--- src/rtl/present_mask_pkg.sv ---
// ============================================================================
//  Module      : present_mask_pkg
//  Description : Shared constants, FSM state type and PRESENT S-box table for
//                the masked PRESENT datapath.
//  Revision    : 1.0 - initial release
// ============================================================================
`default_nettype none

package present_mask_pkg;

  localparam int NIBBLES  = 16;
  localparam int SHARES   = 3;
  localparam int SBOX_R_W = 45;
  localparam int RS_W     = 8;

  typedef enum logic [1:0] {
    IDLE  = 2'd0,
    FEED  = 2'd1,
    DRAIN = 2'd2,
    DONE  = 2'd3
  } seq_state_t;

  // Nibble i of this constant is S(i); used as the unmasked reference table.
  localparam logic [63:0] PRESENT_SBOX = 64'h2174_8FE3_DA09_B65C;

  function automatic logic [3:0] present_sbox(input logic [3:0] x);
    return PRESENT_SBOX[{x, 2'b00} +: 4];
  endfunction

endpackage

`default_nettype wire

--- src/rtl/present_seq_prng.sv ---
// ============================================================================
//  Module      : present_seq_prng
//  Description : 64-bit Fibonacci LFSR (x^64+x^63+x^61+x^60+1), advanced STEPS
//                times per clock, low OUT_W bits exported as S-box randomness.
//  Revision    : 1.0 - initial release
// ============================================================================
`default_nettype none

module present_seq_prng
  import present_mask_pkg::*;
#(
  parameter int STEPS = SBOX_R_W,
  parameter int OUT_W = SBOX_R_W
) (
  input  logic             clk,
  input  logic             rst,
  input  logic             i_seed_ld,
  input  logic [63:0]      i_seed,
  output logic [OUT_W-1:0] o_r
);

  localparam logic [63:0] C_RESET_STATE = 64'hACE1_0000_0000_0001;

  function automatic logic [63:0] lfsr_adv(input logic [63:0] s);
    logic [63:0] v;
    v = s;
    for (int i = 0; i < STEPS; i++) begin
      v = {v[62:0], v[63] ^ v[62] ^ v[60] ^ v[59]};
    end
    return v;
  endfunction

  logic [63:0] r_state;

  // An all-zero seed would lock the LFSR, so it is replaced by 1.
  always_ff @(posedge clk or posedge rst) begin
    if (rst) begin
      r_state <= C_RESET_STATE;
    end else if (i_seed_ld) begin
      r_state <= (i_seed == 64'd0) ? 64'd1 : i_seed;
    end else begin
      r_state <= lfsr_adv(r_state);
    end
  end

  assign o_r = r_state[OUT_W-1:0];

endmodule

`default_nettype wire

--- src/rtl/present_sbox_layer_seq.sv ---
// ============================================================================
//  Module      : present_sbox_layer_seq
//  Description : Streams a 3-share 64-bit state one nibble per cycle through a
//                shared pipelined masked S-box and reassembles the result.
//                Build option PRESENT_SEQ_PRNG_EN selects internal randomness.
//  Revision    : 1.0 - initial release
// ============================================================================
`default_nettype none

module present_sbox_layer_seq
  import present_mask_pkg::*;
#(
  parameter int SBOX_LAT = 3,
  parameter int R_W      = SBOX_R_W
) (
  input  logic            clk,
  input  logic            rst,
  input  logic            i_start,
  input  logic [63:0]     i_st1,
  input  logic [63:0]     i_st2,
  input  logic [63:0]     i_st3,
  output logic            o_busy,
  output logic            o_done,
  output logic [63:0]     o_res1,
  output logic [63:0]     o_res2,
  output logic [63:0]     o_res3,
  output logic [3:0]      o_sb_in1,
  output logic [3:0]      o_sb_in2,
  output logic [3:0]      o_sb_in3,
  output logic [R_W-1:0]  o_sb_r,
  output logic [RS_W-1:0] o_sb_rs_in,
  input  logic [RS_W-1:0] i_sb_rs_out,
  input  logic [3:0]      i_sb_out1,
  input  logic [3:0]      i_sb_out2,
  input  logic [3:0]      i_sb_out3,
`ifdef PRESENT_SEQ_PRNG_EN
  input  logic            i_seed_ld,
  input  logic [63:0]     i_seed
`else
  input  logic [R_W-1:0]  i_ext_r
`endif
);

  localparam logic [3:0] C_LAST_NIB = 4'(NIBBLES - 1);

  seq_state_t          r_state;
  logic [63:0]         r_sh1, r_sh2, r_sh3;
  logic [63:0]         r_acc1, r_acc2, r_acc3;
  logic [63:0]         w_acc1, w_acc2, w_acc3;
  logic [63:0]         r_res1, r_res2, r_res3;
  logic [3:0]          r_rd_idx;
  logic [3:0]          r_wr_idx;
  logic [SBOX_LAT-1:0] r_vpipe;
  logic [RS_W-1:0]     r_rs_in;
  logic                r_busy;
  logic                r_done;
  logic                w_feed;
  logic                w_cap;
  logic                w_last;

  assign w_feed = (r_state == FEED);
  assign w_cap  = r_vpipe[SBOX_LAT-1];
  assign w_last = w_cap && (r_wr_idx == C_LAST_NIB);

  // Shares stay separate end to end; each is sliced and merged on its own.
  assign o_sb_in1 = w_feed ? r_sh1[{r_rd_idx, 2'b00} +: 4] : 4'h0;
  assign o_sb_in2 = w_feed ? r_sh2[{r_rd_idx, 2'b00} +: 4] : 4'h0;
  assign o_sb_in3 = w_feed ? r_sh3[{r_rd_idx, 2'b00} +: 4] : 4'h0;

  always_comb begin
    w_acc1 = r_acc1;
    w_acc2 = r_acc2;
    w_acc3 = r_acc3;
    if (w_cap) begin
      w_acc1[{r_wr_idx, 2'b00} +: 4] = i_sb_out1;
      w_acc2[{r_wr_idx, 2'b00} +: 4] = i_sb_out2;
      w_acc3[{r_wr_idx, 2'b00} +: 4] = i_sb_out3;
    end
  end

  always_ff @(posedge clk or posedge rst) begin
    if (rst) begin
      r_state  <= IDLE;
      r_sh1    <= 64'd0;
      r_sh2    <= 64'd0;
      r_sh3    <= 64'd0;
      r_acc1   <= 64'd0;
      r_acc2   <= 64'd0;
      r_acc3   <= 64'd0;
      r_res1   <= 64'd0;
      r_res2   <= 64'd0;
      r_res3   <= 64'd0;
      r_rd_idx <= 4'd0;
      r_wr_idx <= 4'd0;
      r_vpipe  <= '0;
      r_busy   <= 1'b0;
      r_done   <= 1'b0;
    end else begin
      r_done     <= 1'b0;
      r_acc1     <= w_acc1;
      r_acc2     <= w_acc2;
      r_acc3     <= w_acc3;
      r_vpipe[0] <= w_feed;
      for (int i = 1; i < SBOX_LAT; i++) begin
        r_vpipe[i] <= r_vpipe[i-1];
      end
      if (w_cap) begin
        r_wr_idx <= r_wr_idx + 4'd1;
      end

      case (r_state)
        IDLE: begin
          if (i_start) begin
            r_sh1    <= i_st1;
            r_sh2    <= i_st2;
            r_sh3    <= i_st3;
            r_rd_idx <= 4'd0;
            r_busy   <= 1'b1;
            r_state  <= FEED;
          end
        end
        FEED: begin
          r_rd_idx <= r_rd_idx + 4'd1;
          if (r_rd_idx == C_LAST_NIB) begin
            r_state <= DRAIN;
          end
        end
        DRAIN: begin
          // The final nibble lands in the same edge that publishes the result.
          if (w_last) begin
            r_res1  <= w_acc1;
            r_res2  <= w_acc2;
            r_res3  <= w_acc3;
            r_done  <= 1'b1;
            r_busy  <= 1'b0;
            r_state <= DONE;
          end
        end
        DONE: begin
          r_state <= IDLE;
        end
        default: begin
          r_state <= IDLE;
        end
      endcase
    end
  end

  always_ff @(posedge clk or posedge rst) begin
    if (rst) begin
      r_rs_in <= '0;
    end else begin
      r_rs_in <= i_sb_rs_out;
    end
  end

`ifdef PRESENT_SEQ_PRNG_EN
  logic [R_W-1:0] w_prng_r;

  present_seq_prng #(
    .STEPS (R_W),
    .OUT_W (R_W)
  ) u_prng (
    .clk       (clk),
    .rst       (rst),
    .i_seed_ld (i_seed_ld),
    .i_seed    (i_seed),
    .o_r       (w_prng_r)
  );

  assign o_sb_r = w_prng_r;
`else
  assign o_sb_r = i_ext_r;
`endif

  assign o_busy     = r_busy;
  assign o_done     = r_done;
  assign o_res1     = r_res1;
  assign o_res2     = r_res2;
  assign o_res3     = r_res3;
  assign o_sb_rs_in = r_rs_in;

endmodule

`default_nettype wire

--- config.mk ---
export PLATFORM = sky130hd
export DESIGN_NAME = present_sbox_layer_seq
export DESIGN_NICKNAME = d
export VERILOG_FILES = /design/src/rtl/present_mask_pkg.sv /design/src/rtl/present_seq_prng.sv /design/src/rtl/present_sbox_layer_seq.sv
export SDC_FILE = /design/constraint.sdc
export NUM_CORES = 1
export LEC_CHECK = 0
export CAP_MARGIN = 10
export CORE_MARGIN = 10
export CORE_UTILIZATION = 40
export CTS_BUF_LIST = sky130_fd_sc_hd__clkbuf_8 sky130_fd_sc_hd__clkbuf_16
export CTS_CLUSTER_DIAMETER = 60
export DETAILED_ROUTE_END_ITERATION = 7
export DONT_BUFFER_PORTS = 1
export PLACE_DENSITY = 0.58
export RECOVER_POWER = 50
export REMOVE_ABC_BUFFERS = 1
export SLEW_MARGIN = 20
export SYNTH_ARGS = -nofsm -noshare
export SYNTH_HDL_FRONTEND = slang
export SYNTH_SLANG_ARGS = --single-unit
--- constraint.sdc ---
create_clock -name clk -period 45.3 [get_ports clk]
set_clock_uncertainty 0.1 [all_clocks]
set_input_delay 6.795 -clock clk [delete_from_list [all_inputs] [get_ports clk]]
set_output_delay 6.795 -clock clk [all_outputs]
set_load 0.02 [all_outputs]
==> impl_metrics.env <==
export IMPL_status="finished, violations left"
export IMPL_violations="capacitance limit, slew limit"
export IMPL_grt_pass1_wl_mm=101
export IMPL_setup_violations=0
export IMPL_ys_seq_area_share_pct=60.4
export IMPL_initial_utilization_pct=40.3
export IMPL_ios=519
export IMPL_maxCapViolations=8
export IMPL_reg2regPathDepth=6
export IMPL_h_tree_depth=3
export IMPL_dieArea_sq_um=72400
export IMPL_worst_slack_ps=31610
export IMPL_final_cell_mix="597 x dfrtp_1, 473 x nand2_1, 234 x mux2_2"
export IMPL_worstSetupEndpointType="output port"
export IMPL_insertion_delay_ps=600
export IMPL_p_total_mw=1.83
export IMPL_synthDistinctLibCells=47
export IMPL_finalMaxSlewViolations=673
export IMPL_holdPathStages=0
export IMPL_hold_start="r_vpipe[0]"
export IMPL_fmax_mhz=73.0
export IMPL_num_vias=14600
export IMPL_ys_ff_latch=599
export IMPL_min_to="r_vpipe[1]"
export IMPL_post_cts_buffers=0
export IMPL_tightest_slew_ps=5420
export IMPL_portBuffers=0
export IMPL_path_clk_slew_ps=60
export IMPL_period_share_pct=30.2
export IMPL_core_area_sq_um=61600
export IMPL_regArea_sq_um=15000
export IMPL_synth_warnings=0
export IMPL_critPathKind="input pin to output port"
export IMPL_fin_nets=2144
export IMPL_whs_ps=250
export IMPL_period_needed_ps=13690
export IMPL_grt_util_all_layers_pct=18.1
export IMPL_nFillCells=5633
export IMPL_cts_hold_buf=0
export IMPL_drc=0
export IMPL_fin_cells=2782
export IMPL_netlist_instances=1950
export IMPL_clockBufferDepth=3
export IMPL_drt_pass1_iter_count=5
export IMPL_hpwl_mm=44.6
export IMPL_multiInputGateArea_sq_um=8840
export IMPL_die_w_um=269
export IMPL_syn_area_per_cell_sq_um=12.7
export IMPL_timing_rr_end="o_res3[41]"
export IMPL_cp_arrival_ps=6800
export IMPL_routedWlPerCell_um=23.9
export IMPL_tns_ps=0
export IMPL_cp_start_kind="input pin"
export IMPL_syn2layout_area_growth_pct=10.9
export IMPL_worstReg2RegStart="r_vpipe[2]"
export IMPL_grt_max_degree=165
export IMPL_die_h_um=269
export IMPL_cts_resized=0
export IMPL_synth_area_sq_um=24800
export IMPL_rsz0062_at_grt="false"
export IMPL_ant_nets=0
export IMPL_dp_cells=2638
export IMPL_worst_ep_required_time_ps=38410
export IMPL_critPathLaunch="i_ext_r[26]"
export IMPL_rrSetupSlack_ps=34390
export IMPL_wirelength_mm=66.4
export IMPL_grt_pass1_vias=15200
export IMPL_holdCritPathClass="register to register"
export IMPL_drt_iter0_markers=932
export IMPL_clkSinkCount=599
export IMPL_avgViaCountPerCell=5.25
export IMPL_cts_tree="built"
export IMPL_cts_root_buf="clkbuf_16"
export IMPL_num_rows=91
export IMPL_relSlewSlack_pct=-263
export IMPL_power_density_nw_per_um2=66.7
export IMPL_ir_drop_uv=39.3
export IMPL_cp_max_fo=1
export IMPL_final_core_util_pct=44.7
export IMPL_antenna_found_initial=43
export IMPL_gp_congestion=0.762
export IMPL_power_leakage_nw=12.7
export IMPL_design_area_sq_um=27500
export IMPL_preCtsSetupSlack_ps=31610
export IMPL_dpl_cell_area_sq_um=25100
export IMPL_drive_above_1_share_pct=21.9
export IMPL_final_common_cell="dfrtp_1"
export IMPL_hold_viol=0
export IMPL_numCtsBuffers=70
export IMPL_overflow=0
==> where the power goes <==
| part | internal (mW) | switching (mW) |
|---|---|---|
| Clock | 0.344 | 0.230 |
| Sequential | 0.714 | 0.120 |
| Combinational | 0.226 | 0.201 |
| Total | 1.28 | 0.551 |
==> layout make-up <==
type,instances,area share (%)
timing repair buffer,21,0.650
clock buffer,87,7.26
clock inverter,39,1.44
tap,837,3.81
antenna,15,0.136
sequential,599,54.5
multi-input combinational,1177,32.1
inverter,7,0.105
==> worst max path at each step <==
| stage | end | slack, ps | cells after the start |
|---|---|---|---|
| floorplan | o_busy | 21640 | 1 |
| global placement | o_sb_r[26] | 31610 | 0 |
| detailed placement | o_sb_r[26] | 31610 | 0 |
| CTS | o_sb_r[26] | 31610 | 0 |
| global route | r_acc3[31] | 30110 | 2 |
| finish | o_sb_r[26] | 31610 | 0 |
==> cell families (layout without fill, tap and decap cells) <==
group,Yosys count,count (layout),synth area share [%]
AOI/OAI and AO/OA,124,124,3.12
xor gates and xnor gates,4,4,0.171
adders and majority gates,8,8,0.403
buffers and inverters,174,154,3.71
DFF,599,599,60.4
muxes,435,435,22.1
other,0,15,0
and+or+nand+nor,606,606,10.1
==> flip-flops by register name, indices dropped and copies added (netlist names) <==
name	flops
o_res2	64
o_res3	64
o_busy	1
o_res1	64
r_state	2
r_acc2	64
o_done	1
r_rd_idx	4
r_sh3	64
r_vpipe	3
r_sh1	64
r_sh2	64
o_sb_rs_in	8
r_acc3	64
r_wr_idx	4
r_acc1	64
==> routing by layer <==
metal  vias up  global-route usage (%)  share of wire (%)
li1       6489                       -                  -
met1      7455                    21.3                 39
met2       470                    28.0                 47
met3       129                    10.3                 12
met4        60                    4.12                1.4
met5         -                   0.943               0.66
==> cells in the mapped netlist (all sizes together) <==
master	count	area share, %
dfrtp	599	60
nand2	473	7.2
mux2	362	17
buf	99	2.6
clkbuf	68	1.0
nor2	55	0.84
mux4	48	4.4
o21ai	31	0.67
a21oi	26	0.52
a31oi	25	0.66
mux2i	25	1.0
o21a	25	0.76
or3	24	0.60
and3	16	0.44
and2	14	0.35
o22ai	12	0.30
ha	8	0.40
nand3	8	0.18
inv	7	0.11
nand2b	5	0.13
xnor2	3	0.14
a22o	2	0.071
and4b	2	0.081
nand4	2	0.050
nor3	2	0.040
nor4b	2	0.13
a2bb2oi	1	0.035
a32o	1	0.040
a41oi	1	0.066
and4bb	1	0.066
nor4	1	0.025
or2	1	0.025
xor2	1	0.035
No activity file was read; power rests on OpenSTA's default activity.
